--- src/rtl/alu_req_arbiter.sv ---
`default_nettype none
// ============================================================================
// Module      : alu_req_arbiter
// Description : Round-robin arbiter sharing one combinational ALU between two
//               valid/ready requesters. One operation in flight:
//               IDLE -> EXEC -> RESP -> IDLE.
//               Optional macro ALU_REQ_ARBITER_OVF_STICKY_EN adds a sticky
//               overflow flag (ovf_sticky) with a clear input (ovf_clr).
// Revision    : 1.0 - initial release
// ============================================================================
module alu_req_arbiter #(
    parameter int W  = 2,
    parameter int CW = 3
) (
    input  logic          clk,
    input  logic          rst,
    input  logic [1:0]    req_valid,
    output logic [1:0]    req_ready,
    input  logic [W-1:0]  req0_a,
    input  logic [W-1:0]  req0_b,
    input  logic [CW-1:0] req0_op,
    input  logic [W-1:0]  req1_a,
    input  logic [W-1:0]  req1_b,
    input  logic [CW-1:0] req1_op,
    output logic [1:0]    rsp_valid,
    input  logic [1:0]    rsp_ready,
    output logic [W:0]    rsp_result,
    output logic          rsp_ovf,
    output logic [W-1:0]  alu_a,
    output logic [W-1:0]  alu_b,
    output logic [CW-1:0] alu_ctrl,
    input  logic [W:0]    alu_result,
    input  logic          alu_ovf,
`ifdef ALU_REQ_ARBITER_OVF_STICKY_EN
    input  logic          ovf_clr,
    output logic          ovf_sticky,
`endif
    output logic          busy
);

    typedef enum logic [1:0] {
        S_IDLE = 2'd0,
        S_EXEC = 2'd1,
        S_RESP = 2'd2
    } state_t;

    state_t        state_q, state_d;
    logic          last_grant_q;
    logic          owner_q;
    logic [W-1:0]  alu_a_q, alu_b_q;
    logic [CW-1:0] alu_ctrl_q;
    logic [W:0]    rsp_result_q;
    logic          rsp_ovf_q;
    logic [1:0]    grant;
    logic          accept;
    logic          accept_id;

    // Round-robin grant: a lone requester always wins; on contention the
    // requester that was not served last wins. Re-evaluated every cycle.
    always_comb begin
        grant = req_valid;
        if (req_valid == 2'b11) begin
            grant = last_grant_q ? 2'b01 : 2'b10;
        end
    end

    assign req_ready = (state_q == S_IDLE) ? grant : 2'b00;
    assign accept    = |(req_valid & req_ready);
    assign accept_id = req_ready[1];

    // Next-state logic for the single-operation pipeline.
    always_comb begin
        state_d = state_q;
        case (state_q)
            S_IDLE:  if (accept) state_d = S_EXEC;
            S_EXEC:  state_d = S_RESP;
            S_RESP:  if (rsp_ready[owner_q]) state_d = S_IDLE;
            default: state_d = S_IDLE;
        endcase
    end

    // State register.
    always_ff @(posedge clk or posedge rst) begin
        if (rst) begin
            state_q <= S_IDLE;
        end else begin
            state_q <= state_d;
        end
    end

    // Operand latch on request handshake; ALU outputs held otherwise.
    always_ff @(posedge clk or posedge rst) begin
        if (rst) begin
            alu_a_q      <= '0;
            alu_b_q      <= '0;
            alu_ctrl_q   <= '0;
            owner_q      <= 1'b0;
            last_grant_q <= 1'b1;
        end else if (accept) begin
            alu_a_q      <= accept_id ? req1_a  : req0_a;
            alu_b_q      <= accept_id ? req1_b  : req0_b;
            alu_ctrl_q   <= accept_id ? req1_op : req0_op;
            owner_q      <= accept_id;
            last_grant_q <= accept_id;
        end
    end

    // Capture the full-width ALU result at the end of the EXEC cycle.
    always_ff @(posedge clk or posedge rst) begin
        if (rst) begin
            rsp_result_q <= '0;
            rsp_ovf_q    <= 1'b0;
        end else if (state_q == S_EXEC) begin
            rsp_result_q <= alu_result;
            rsp_ovf_q    <= alu_ovf;
        end
    end

`ifdef ALU_REQ_ARBITER_OVF_STICKY_EN
    logic ovf_sticky_q;

    // Sticky overflow: an overflow capture takes priority over a clear.
    always_ff @(posedge clk or posedge rst) begin
        if (rst) begin
            ovf_sticky_q <= 1'b0;
        end else if ((state_q == S_EXEC) && alu_ovf) begin
            ovf_sticky_q <= 1'b1;
        end else if (ovf_clr) begin
            ovf_sticky_q <= 1'b0;
        end
    end

    assign ovf_sticky = ovf_sticky_q;
`endif

    assign rsp_valid  = (state_q == S_RESP) ? (owner_q ? 2'b10 : 2'b01) : 2'b00;
    assign rsp_result = rsp_result_q;
    assign rsp_ovf    = rsp_ovf_q;
    assign alu_a      = alu_a_q;
    assign alu_b      = alu_b_q;
    assign alu_ctrl   = alu_ctrl_q;
    assign busy       = (state_q != S_IDLE);

endmodule
`default_nettype wire

--- config.mk ---
export PLATFORM = sky130hd
export DESIGN_NAME = alu_req_arbiter
export DESIGN_NICKNAME = d
export VERILOG_FILES = /design/src/rtl/alu_req_arbiter.sv
export SDC_FILE = /design/constraint.sdc
export NUM_CORES = 1
export LEC_CHECK = 0
export ABC_AREA = 1
export ABC_CLOCK_PERIOD_IN_PS = 2000
export BUFFER_PORTS_ARGS = -buffer_cell sky130_fd_sc_hd__buf_2
export CAP_MARGIN = 0
export CORE_MARGIN = 4
export CORE_UTILIZATION = 47
export CTS_CLUSTER_DIAMETER = 80
export CTS_CLUSTER_SIZE = 10
export DETAILED_ROUTE_END_ITERATION = 10
export GPL_ROUTABILITY_DRIVEN = 1
export MAX_ROUTING_LAYER = met4
export PLACE_DENSITY = 0.82
export SLEW_MARGIN = 20
export SYNTH_ARGS = -nofsm -noshare
export SYNTH_HDL_FRONTEND = slang
export SYNTH_SLANG_ARGS = --single-unit
--- constraint.sdc ---
create_clock -name clk -period 2 [get_ports clk]
set_clock_uncertainty 0.1 [all_clocks]
set_input_delay 0 -clock clk [delete_from_list [all_inputs] [get_ports clk]]
set_output_delay 0 -clock clk [all_outputs]
set_load 0.02 [all_outputs]
==> impl_summary.md <==
Die
The total I/O pin count is 40. The total area inside the core boundary comes to roughly 1500 um2. The horizontal die dimension is about 49 um. The initialized floorplan defines 14 standard-cell rows. The floorplan step defined a die boundary enclosing ~2400 um2. The die outline height is ~50 um. The initial cell density of the core is 50.7%.

Power and ir drop
Dividing total power by cell area gives a power density of 1380 nW/um2. Across the VDD grid, the largest voltage drop is 760 uV. Total power for the finished layout comes to 0.00171 W. In this run the static leakage power is 0.718 nW.

Routing
For this run, design rule violations remaining after detail routing come to 0. Dividing the detail-routed via count by the number of cells gives 4.62. The post-detailed-routing wire length is 2020 um. The number of violations reported at the end of detailed-routing iteration 0 is 10. Summed over all nets, wire length on met3 after detailed routing comes to around 150 um. In this run the top signal layer used is met4. The length of routed wiring on met1 is 838 um.

The number of routed nets with antenna violations is 0. The detailed-route via count is around 850. For this run, the detailed router's first-pass iteration total came to 4. The routed length on met2 is 1010 um. The average routed wire per standard cell is approximately 11 um.

STA
The number of pins exceeding their max-slew limit in the final report is 0. The time the final worst path needs with I/O delays and setup is about 1.9 ns. Setup repair after global routing left no endpoint under its margin.

Adding up every negative setup slack in the final design gives 0 ns. The post-route fraction of the period consumed by the critical path is between 90 and 100%. In this run the tightest slew margin relative to its limit is roughly 62%. The transition time at the pin with the least slew margin is 0.575 ns. The setup violation total in the final timing report is 0. Derived from the worst setup path, the maximum achievable clock frequency is between 500 and 600 MHz.

The final hold violation count is 0. Setup slack on the critical path of the routed design comes to 0.125 ns.

Place
The half-perimeter wire length after detailed placement is between 1000 and 1500 um. OpenSTA, run right after detailed placement, puts the worst setup slack at roughly 0.60 ns. Routability-driven placement finished with a final weighted congestion of between 0.7 and 0.8. Buffers placed on the I/O ports in this run total 39.

Synthesis
The fraction of synthesized cell area taken by the top area cell type is 44.8%. Yosys attributes the largest share of cell area to dfrtp_1, nand2_1, inv_1. The mean area per synthesized cell is about 7.7 um2.

The post-synthesis sequential element count is 15. The cell type with the highest aggregate area in the netlist is dfrtp_1. The share of the yosys chip area belonging to registers is between 40% and 50%.

Counting every net in the synthesized netlist gives 126. After synthesis the cells add up to 782 um2. The number of distinct library cells after synthesis is 15.

The Yosys step of the flow raised 0 warnings. The cell count after synthesis is just over 100.

Layout
The net count of the finished layout is between 150 and 200. The library cell used most frequently in the layout, excluding fill and tap cells, is buf_2. The repair_antennas step left the layout with diodes totalling 0. Cells with a size suffix above 1 make up approximately 30% of the layout.

The area growth from synthesis to layout is 59.0%. In the layout the commonest cells are buf_2, nand2_1, dlygate4sd3_1.

Worst setup path
The largest fanout on the critical path is 10. The worst setup path is launched from a flip-flop. The arrival time of data at the critical path endpoint is ~2.0 ns.

The setup path with the least slack is of type flip-flop to flip-flop. STA classifies the critical path endpoint as a flip-flop. The worst register-to-register path has a setup slack of 0.12 ns. The critical path data required time is 2.13 ns.

Run status
The flow ran to the end, and the final reports show no timing, DRC or antenna violations.

Global routing
The total routing resource utilization after global routing is a little under a fifth. The number of global-route vias before repair is 816. The initial antenna violation count was 0.

The overall overflow remaining after global route is 0. The first global-routing pass estimated between 3000 and 4000 um of wire. The maximum number of pins on one net before global-route repair is 16.

Clock network
The root cell of the clock tree is clkbuf_4. The clock slew at the register clock pins of the worst setup and hold paths is 0.09 ns. The longest clock path from root to sink contains 2 buffers. The number of buffers added by the clock tree synthesis step is 3.

The H-tree depth reported by CTS is 1. The TritonCTS clock tree is yes. The clock sink total is 15. The clock latency on the worst-skew pair is approximately 0.28 ns.

Run
Max-cap violations in this run came to 0.

Hold path
The type of the most critical hold path is primary input to flip-flop.
## Yosys cell counts
cell type,number
nand3_1,12
nor2_4,1
o21ai_4,1
dfstp_2,1
nand2_1,35
nand3_4,1
o21ai_1,2
inv_1,21
nand4_1,7
buf_2,1
dfrtp_1,14
inv_2,1
nor2_1,3
a21oi_1,1
buf_6,1
## cell type report
type,count,area [um2]
Timing Repair Buffer,63,430
Fill cell,107,298
Inverter,22,82.6
Tap cell,16,20.0
Sequential cell,15,378
Clock buffer,4,26.3
Multi-Input combinational cell,63,307
## layer usage
| layer | GRT usage, % | vias up |
|---|---|---|
| met1 | 21.0 | 361 |
| li1 | - | 445 |
| met2 | 32.0 | 36 |
| met5 | - | - |
| met4 | 5.38 | 0 |
| met3 | 3.98 | 3 |
## cells by family after synthesis
group	count (synthesis)	share of synthesized area [%]
compound gates	4	4.00
buf+inv	24	12.6
flops	15	48.2
simple gates	59	35.2
## metrics by stage
stage	utilization, %	cell area (um2)	hold WS [ns]	std cells
2_1_floorplan	-	782	-0.199	102
4_1_cts	79.6	1230	0.0240	181
3_5_place_dp	63.6	981	-0.0166	155
6_report	80.7	1240	0.0483	183
3_3_place_gp	63.6	981	-0.0282	155
5_1_grt	80.7	1240	0.0505	183
## critical path, cell delays in order (launching register included)
cell and delay (ns):
dfrtp_2 0.46, nor2_4 0.23, o21ai_4 0.13, inv_2 0.17, nand3_1 0.10, dlygate4sd3_1 0.56, nand2_1 0.06
## what timing repair did
action	4_1_cts	5_1_grt
endpoints found under the hold margin	26	0
setup buffers	0	2
endpoints found under the setup margin	0	7
hold buffers	22	0
resized for setup	0	1
## path summary, 6_finish.rpt
check	from	to	cells past startpoint
worst max-delay path	state_q[0]	alu_a[1]	6
worst min-delay path	req_valid[1]	last_grant_q	3
worst max register to register	state_q[0]	alu_a[1]	6
worst min register to register	rsp_result[2]	rsp_result[2]	2
max in group asynchronous	rst	state_q[0]	3
min in group asynchronous	rst	rsp_result[2]	3
## report_power, final
group	leakage [nW]	switching (W)	internal, W
clock network	0.0150	0.0000956	0.0000774
logic	0.522	0.000586	0.000388
registers	0.181	0.0000988	0.000465
## state kept, by name, indices dropped and copies added (netlist names)
signal	flops
alu_a	2
state_q	2
owner_q	1
rsp_ovf	1
alu_ctrl	3
alu_b	2
rsp_result	3
last_grant_q	1
No activity file was read; power rests on OpenSTA's default activity.
